[src/rtl/cell_draw_queue.sv]
// cell_draw_queue: buffers changed grid cells and issues them as tile-redraw commands over valid/ready
module cell_draw_queue #(
  parameter int          DEPTH        = 8,
  parameter int          CELL_PX      = 20,
  parameter logic [15:0] COLOR_EMPTY  = 16'h0000,
  parameter logic [15:0] COLOR_HEAD   = 16'h07E0,
  parameter logic [15:0] COLOR_BODY   = 16'h03E0,
  parameter logic [15:0] COLOR_APPLE  = 16'hF800,
  parameter logic [15:0] COLOR_BORDER = 16'hFFFF
) (
  input  logic                         clk,
  input  logic                         nrst,
  input  logic                         enable,
  input  logic                         diff,
  input  logic [2:0]                   obj_code,
  input  logic [3:0]                   x,
  input  logic [3:0]                   y,
  input  logic                         cmd_ready,
  output logic                         cmd_valid,
  output logic [8:0]                   x0,
  output logic [8:0]                   x1,
  output logic [8:0]                   y0,
  output logic [8:0]                   y1,
  output logic [15:0]                  color,
  output logic [$clog2(DEPTH+1)-1:0]   count,
  output logic                         overflow
);
  localparam int AW = $clog2(DEPTH);
  localparam int CW = $clog2(DEPTH+1);
  localparam logic [CW-1:0] FULL = CW'(DEPTH);
  typedef enum logic {EMPTY, VALID} state_t;
  state_t state;
  logic [10:0] mem [DEPTH];
  logic [AW-1:0] wr_ptr, rd_ptr;
  logic push_req, push, pop;
  logic [10:0] head;
  assign push_req = diff & enable & (y <= 4'd11);
  assign push     = push_req && (count < FULL);
  assign pop      = (count != '0) && (state == EMPTY || cmd_ready);
  assign head     = mem[rd_ptr];
  function automatic logic [8:0] px(input logic [3:0] c);
    return 9'(c) * 9'(CELL_PX);
  endfunction
  function automatic logic [15:0] code_color(input logic [2:0] code);
    case (code)
      3'b001:  return COLOR_HEAD;
      3'b010:  return COLOR_BODY;
      3'b011:  return COLOR_APPLE;
      3'b100:  return COLOR_BORDER;
      default: return COLOR_EMPTY;
    endcase
  endfunction
  // storage carries no reset; pointers and count alone define validity
  always_ff @(posedge clk)
    if (push) mem[wr_ptr] <= {x, y, obj_code};
  always_ff @(posedge clk) begin
    if (!nrst) begin
      state     <= EMPTY;
      cmd_valid <= 1'b0;
      wr_ptr    <= '0;
      rd_ptr    <= '0;
      count     <= '0;
      overflow  <= 1'b0;
      x0        <= '0;
      x1        <= '0;
      y0        <= '0;
      y1        <= '0;
      color     <= '0;
    end else begin
      if (push) wr_ptr <= wr_ptr + 1'b1;
      if (push_req && !push) overflow <= 1'b1;
      if (pop) begin
        rd_ptr    <= rd_ptr + 1'b1;
        state     <= VALID;
        cmd_valid <= 1'b1;
        x0        <= px(head[10:7]);
        x1        <= px(head[10:7]) + 9'(CELL_PX - 1);
        y0        <= px(head[6:3]);
        y1        <= px(head[6:3]) + 9'(CELL_PX - 1);
        color     <= code_color(head[2:0]);
      end else if (state == VALID && cmd_ready) begin
        state     <= EMPTY;
        cmd_valid <= 1'b0;
      end
      count <= count + CW'(push) - CW'(pop);
    end
  end
endmodule

[config.mk]
export PLATFORM = sky130hd
export DESIGN_NAME = cell_draw_queue
export DESIGN_NICKNAME = d
export VERILOG_FILES = /design/src/rtl/cell_draw_queue.sv
export SDC_FILE = /design/constraint.sdc
export NUM_CORES = 1
export LEC_CHECK = 0
export BUFFER_PORTS_ARGS = -buffer_cell sky130_fd_sc_hd__buf_4
export CORE_MARGIN = 5
export CORE_UTILIZATION = 55
export DETAILED_ROUTE_END_ITERATION = 10
export GPL_TIMING_DRIVEN = 0
export PLACE_DENSITY = 0.81
export SETUP_SLACK_MARGIN = 0.3
export SLEW_MARGIN = 10
export SYNTH_ARGS = -nofsm -noshare
export SYNTH_HDL_FRONTEND = slang
export SYNTH_SLANG_ARGS = --single-unit
[constraint.sdc]
create_clock -name clk -period 3.9 [get_ports clk]
set_clock_uncertainty 0.05 [all_clocks]
set_input_delay 0.39 -clock clk [delete_from_list [all_inputs] [get_ports clk]]
set_output_delay 0.39 -clock clk [all_outputs]
set_load 0.01 [all_outputs]
==> metrics.yaml, run 1 <==
status:
  outcome: "finished clean"
yosys:
  syn_area_per_cell_um2: 14.30
  synth_top_area_share_pct: 46.78
  synth-edff-count: 88
  synthArstFlopShare_pct: 0
  synth_top_cell_by_area: "edfxtp_1"
  ys.warnings.count: 0
  ys_types: 50
  yosysMostFrequentCell: "edfxtp_1"
  netlist_top_cells_count: "88 x edfxtp_1, 44 x dfxtp_1, 30 x nand2_1"
  synth-seq-cells: 132
  syn_area_mm2: 0.005649
  synth_area_leaders: "edfxtp_1 47%, dfxtp_1 16%, mux4_2 4.8%"
  synth-seq-area-share_pct: 62.37
  syn_inst: 395
  synth-main-ff-cell: "edfxtp_1"
timing:
  setup_viol: 0
  whs_ns: 0.05345
  layout_setup_ws_ns: 0.4497
  setup_tns_ns: 0
  max_slew_margin_pct: 23.89
  fin_crit_ns: 3.450
  slew_violations: 0
  max_freq_mhz: 289.8
  hold_violations: 0
  min_period_over_period_pct: 88.47
  worst_pin_slew_ns: 1.137
  rsz0062_at_grt: "false"
power_and_ir_drop:
  p_comb_share_pct: 42.1
  cellLeakagePower_nw: 2.667
  peakVddDrop_uv: 390.8
  swShare_pct: 33.96
  p_per_area_mw_per_mm2: 792.8
  internal_power_w: 0.003664
  p_sw_w: 0.001885
  pwr-share-clk_pct: 25.6
  p_seq_share_pct: 32.4
clock_network:
  tritoncts: "done"
  clock_path_buffers: 2
  clk_pin_slew_ns: 0.06
  numCtsBuffers: 17
  cts-root-buf: "clkbuf_8"
  clkLatencyLatePin_ns: 0.51
  clock_sinks: 132
  h-tree-depth: 4
place:
  post-place-ws_ns: 0.1340
  io_buffers: 69
  dp.cells: 608
  dp_hpwl_um: 8174
  gp_congestion: 0.8173
grt:
  grt_antenna_before_repair: 0
  grt_pass1_vias: 3696
  grt_max_degree: 17
  grt_pass1_wl_um: 18970
  grt_usage_pct: 19.77
  overflow: 0
finish:
  nFillCells: 720
  area_delta_synth_final_pct: 23.90
  final_cells: 641
  drive_above_1_share_pct: 32.48
  antenna_cells: 0
  final_nets: 528
  fin_util_pct: 68.72
worst_setup_path:
  cp_max_fo: 10
  crit_top_cell: "ha_1"
  crit_type: "flop to flop"
  worstPathArrival_ns: 3.83
  crit_chain: "buf_8 > buf_12 > mux4_2 > mux2_2 > ha_1 > ha_1 > inv_1 > fa_2 > nor2b_2 > or3b_1 > a41oi_1"
  cp-end-kind: "flop"
  slowest_stage: "mux4_2"
  slowest_delay_ns: 0.51
  critPathLaunchType: "flop"
  critPathRequiredTime_ns: 4.28
  rr_worst_depth: 11
routing:
  ant_nets: 0
  first_iter_violations: 172
  drc: 0
  vias: 3503
  wl_per_cell_um: 18.47
  routed_wl_um: 11840
  via_per_inst: 5.465
  drtPass1Iterations: 5
die:
  die_w_um: 111.3
  io_pins: 74
  die_height_um: 111.3
  die_area_mm2: 0.01240
  fp-row-count: 37
  core_area_mm2: 0.01018
  initial_utilization_pct: 55.47
run:
  max_cap_viol_count: 0
worst_hold_path:
  min_path_type: "input pin to flop"
  worstHoldPathCells: 1
  hold_start: "x[0]"
-- sequential cells by signal, summed over array words and instances, names as in the netlist, 3 cells and up, named ones only --
name    flops
mem        88
x1          8
y1          7
x0          5
y0          5
color       4
count       4
rd_ptr      3
wr_ptr      3
-- area by class of cell --
type / count / area, µm² / share of cell area, %
buffer: 38 / 269.0 / 3.843
inverter: 11 / 41.29 / 0.5899
timing repair buffer: 75 / 578.1 / 8.259
sequential: 132 / 3523 / 50.34
tap: 136 / 170.2 / 2.431
multi-input combinational: 217 / 1884 / 26.92
clock inverter: 13 / 111.4 / 1.591
clock buffer: 19 / 421.7 / 6.024
-- stage by stage --
stage | cell area, µm² | power, W
4_1_cts | 6974 | 0.005540
3_3_place_gp | 6349 | 0.004005
6_report | 6999 | 0.005549
3_5_place_dp | 6427 | 0.004075
5_1_grt | 6999 | 0.005895
2_1_floorplan | 5660 | 0.003352
-- timing repair --
action | in CTS | in global routing
resized for setup | 5 | 6
endpoints found under the hold margin | 0 | 0
hold buffers | 0 | 0
endpoints found under the setup margin | 4 | 2
setup buffers | 0 | 1
-- cells in the final DEF (no fill, tap or decap), types with 2 or more instances in the layout --
cell type / instances
mux4_1: 10
xor2_1: 3
ha_1: 17
nand2b_1: 4
nand3b_1: 4
nor4_1: 2
clkbuf_1: 9
nor3_1: 5
mux2_4: 2
a21oi_1: 24
edfxtp_1: 88
mux2_2: 6
a211oi_1: 3
dfxtp_1: 44
and2_1: 2
mux2i_2: 3
buf_1: 3
clkinv_1: 3
mux4_2: 12
nand3_1: 9
a41oi_1: 2
xnor2_1: 8
nand2_1: 30
nor3_2: 4
buf_4: 95
conb_1: 4
buf_6: 5
clkbuf_16: 16
o21ai_0: 8
mux2i_1: 2
clkinv_4: 3
nor2_1: 27
fa_1: 2
or4_1: 2
nand4_1: 3
clkinvlp_4: 4
inv_1: 10
-- logic make-up (layout without fill, tap and decap cells) --
kind of cell / after synthesis / count (layout) / share of synthesized area (%)
simple gates: 103 / 103 / 8.882
flops: 132 / 132 / 62.37
compound gates: 43 / 43 / 4.452
xor+xnor: 12 / 12 / 2.126
buf+inv: 49 / 156 / 5.094
other cells: 1 / 4 / 0.06638
mux: 35 / 35 / 12.18
fa+ha+maj: 20 / 20 / 4.828
-- per-layer routing --
| layer | wire [µm] | track usage (%) | up-vias |
|---|---|---|---|
| met5 | 0 | 0 | - |
| met4 | 129 | 6.083 | 0 |
| met3 | 888 | 6.522 | 14 |
| met2 | 6005 | 33.61 | 132 |
| met1 | 4817 | 24.13 | 1706 |
| li1 | - | - | 1651 |
-- critical path, delay by kind of cell, from the launching register on --
kind,cells,cell delay (ns)
simple gates,2,0.55
compound gates,1,0.21
mux,2,0.80
buf+inv,3,0.41
fa+ha+maj,3,1.01
flops,1,0.35
-- power by group through the flow --
stage | logic, W | registers, W | clock network, W
after detailed placement | 0.00225 | 0.00182 | 0
after global routing | 0.00256 | 0.00182 | 0.00151
after floorplan | 0.00149 | 0.00186 | 0
after CTS | 0.00230 | 0.00180 | 0.00144
after global placement | 0.00219 | 0.00181 | 0
final | 0.00233 | 0.00180 | 0.00142
-- final timing paths --
check	to	slack (ns)
max	y1[8]	0.45
min	mem[7][7]	0.05
max reg2reg	y1[8]	0.45
min reg2reg	y1[5]	0.41
Power figures use the tool's default switching activity.
==> run 2: changes to the inputs <==
CORE_MARGIN = not set   (was 5)
==> metrics.yaml, run 2 (synthesized netlist as in run 1, its figures left out) <==
clock_network:
  clkLatencyLatePin_ns: 0.52  # was 0.51 ns
  post_cts_buffers: 0  # unchanged
  clock_sinks: 132  # unchanged
  clk_pin_slew_ns: 0.07  # was 0.06 ns
  cts-root-buf: "clkbuf_8"  # unchanged
  ctsHoldBuffers: 0  # unchanged
  h-tree-depth: 4  # unchanged
  numCtsBuffers: 17  # unchanged
  clock_path_buffers: 2  # unchanged
  tritoncts: "done"  # unchanged
finish:
  final_nets: 527  # was 528
  top_regs: "mem x88, x1 x8, y1 x7"  # unchanged
  antenna_cells: 0  # unchanged
  area_delta_synth_final_pct: 24.41  # was 23.90%
  drive_above_1_share_pct: 33.53  # was 32.48%
  top_register: "mem"  # unchanged
  final_cell_mix: "95 x buf_4, 88 x edfxtp_1, 43 x dfxtp_1"  # was 95 x buf_4, 88 x edfxtp_1, 44 x dfxtp_1
  largest_reg_flops: 88  # unchanged
  final_common_cell: "buf_4"  # unchanged
  final_cells: 637  # was 641
timing:
  rsz0062_at_grt: "false"  # unchanged
  setup_viol: 0  # unchanged
  slew_violations: 0  # unchanged
  max_slew_margin_pct: 19.50  # was 23.89%
  fin_crit_ns: 3.435  # was 3.450 ns
  layout_setup_ws_ns: 0.4646  # was 0.4497 ns
  max_freq_mhz: 291.1  # was 289.8 MHz
  min_period_over_period_pct: 88.09  # was 88.47%
  hold_violations: 0  # unchanged
  worst_pin_slew_ns: 1.203  # was 1.137 ns
grt:
  grt_usage_pct: 23.74  # was 19.77%
  grt_pass1_wl_um: 17810  # was 18,970 µm
  grt_antenna_before_repair: 0  # unchanged
  overflow: 0  # unchanged
  grt_max_degree: 17  # unchanged
  grt_pass1_vias: 3404  # was 3,696
worst_setup_path:
  critPathRequiredTime_ns: 4.31  # was 4.28 ns
  slowest_stage: "mux4_2"  # unchanged
  rr_worst_depth: 11  # unchanged
  crit_chain: "buf_12 > buf_12 > mux4_2 > mux2_2 > ha_1 > ha_1 > inv_1 > fa_2 > nand3b_1 > or4_1 > nand4_1"  # was buf_8 > buf_12 > mux4_2 > mux2_2 > ha_1 > ha_1 > inv_1 > fa_2 > nor2b_2 > or3b_1 > a41oi_1
  cp-end-kind: "flop"  # unchanged
  r2r_end: "y1[7]"  # was y1[8]
  critPathLaunchType: "flop"  # unchanged
  crit_type: "flop to flop"  # unchanged
  r2r_setup_slack_ns: 0.46  # was 0.45 ns
  cp_max_fo: 10  # unchanged
  endpoint: "y1[7]"  # was y1[8]
  worstPathArrival_ns: 3.85  # was 3.83 ns
  slowest_delay_ns: 0.49  # was 0.51 ns
worst_hold_path:
  min_path_type: "input pin to flop"  # unchanged
  worstHoldPathCells: 1  # unchanged
routing:
  routed_wl_um: 11640  # was 11,840 µm
  vias: 3556  # was 3,503
  wl_per_cell_um: 18.27  # was 18.47 µm
  via_per_inst: 5.582  # was 5.465
  drtPass1Iterations: 5  # unchanged
  first_iter_violations: 157  # was 172
  ant_nets: 0  # unchanged
  drc: 0  # unchanged
place:
  dp.cells: 605  # was 608
  io_buffers: 69  # unchanged
  dp_hpwl_um: 7816  # was 8174 µm
  post-place-ws_ns: 0.05788  # was 0.1340 ns
  gp_congestion: 0.8338  # was 0.8173
status:
  outcome: "finished clean"  # unchanged
power_and_ir_drop:
  p_per_area_mw_per_mm2: 804.3  # was 792.8 mW/mm²
  p_total_w: 0.005652  # was 0.005549 W
  peakVddDrop_uv: 364.5  # was 390.8 µV
  cellLeakagePower_nw: 2.693  # was 2.667 nW
die:
  fp-row-count: 36  # was 37
  initial_utilization_pct: 57.27  # was 55.47%
  die_w_um: 103.3  # was 111.3 µm
  die_height_um: 103.3  # was 111.3 µm
  die_area_mm2: 0.01068  # was 0.01240 mm²
  core_area_mm2: 0.009864  # was 0.01018 mm²
  io_pins: 74  # unchanged
run:
  max_cap_viol_count: 0  # unchanged
## run 2: what timing repair did
action,CTS,global route
setup endpoints to repair,4,2
hold endpoints to repair,0,0
resized for setup,3,12
## run 2: critical path, delay by kind of cell (launching register included)
kind                     cells  cell delay, ns
adder cells (fa/ha/maj)      3            0.99
AND/OR/NAND/NOR              3            0.80
multiplexers                 2            0.78
buffers and inverters        3            0.40
flip-flops                   1            0.36
## run 2: layout make-up
cell class	count	area, µm²
clock buffer	17	414.1
buffer	38	275.3
timing repair buffer	74	566.8
inverter	11	41.29
tap	133	166.4
multi-input combinational	217	1884
clock inverter	15	155.1
fill	656	2836
sequential	132	3525
## run 2: power by group
group / internal [W] / switching, W
logic: 0.00115 / 0.00118
clock network: 0.000912 / 0.000606
registers: 0.00167 / 0.000134
total: 0.00373 / 0.00192
## run 2: through the flow
step           hold WS [ns]  util (%)  setup TNS, ns  area [µm²]
2_1_floorplan        0.4041         -              0        5660
3_3_place_gp         0.3930     64.32         -2.287        6345
3_5_place_dp         0.3973     65.08              0        6420
4_1_cts             0.03091     70.92              0        6995
5_1_grt             0.03523     71.25              0        7028
6_report            0.04895     71.25              0        7028
## run 2: routing by layer
| metal | up-vias | GRT usage, % | share of wire [%] |
|---|---|---|---|
| li1 | 1651 | - | - |
| met1 | 1738 | 29.80 | 42 |
| met2 | 141 | 38.10 | 50 |
| met3 | 26 | 6.116 | 5.7 |
| met4 | 0 | 12.78 | 2.6 |
| met5 | - | 0 | 0 |
## run 2: worst min path at each step
stage                endpoint        start
global placement        y1[6]        y1[6]
floorplan                flop    rd_ptr[1]
detailed placement      y1[6]        y1[6]
global route        mem[7][8]         x[1]
CTS                 mem[7][1]  obj_code[1]
finish              mem[5][8]         x[1]
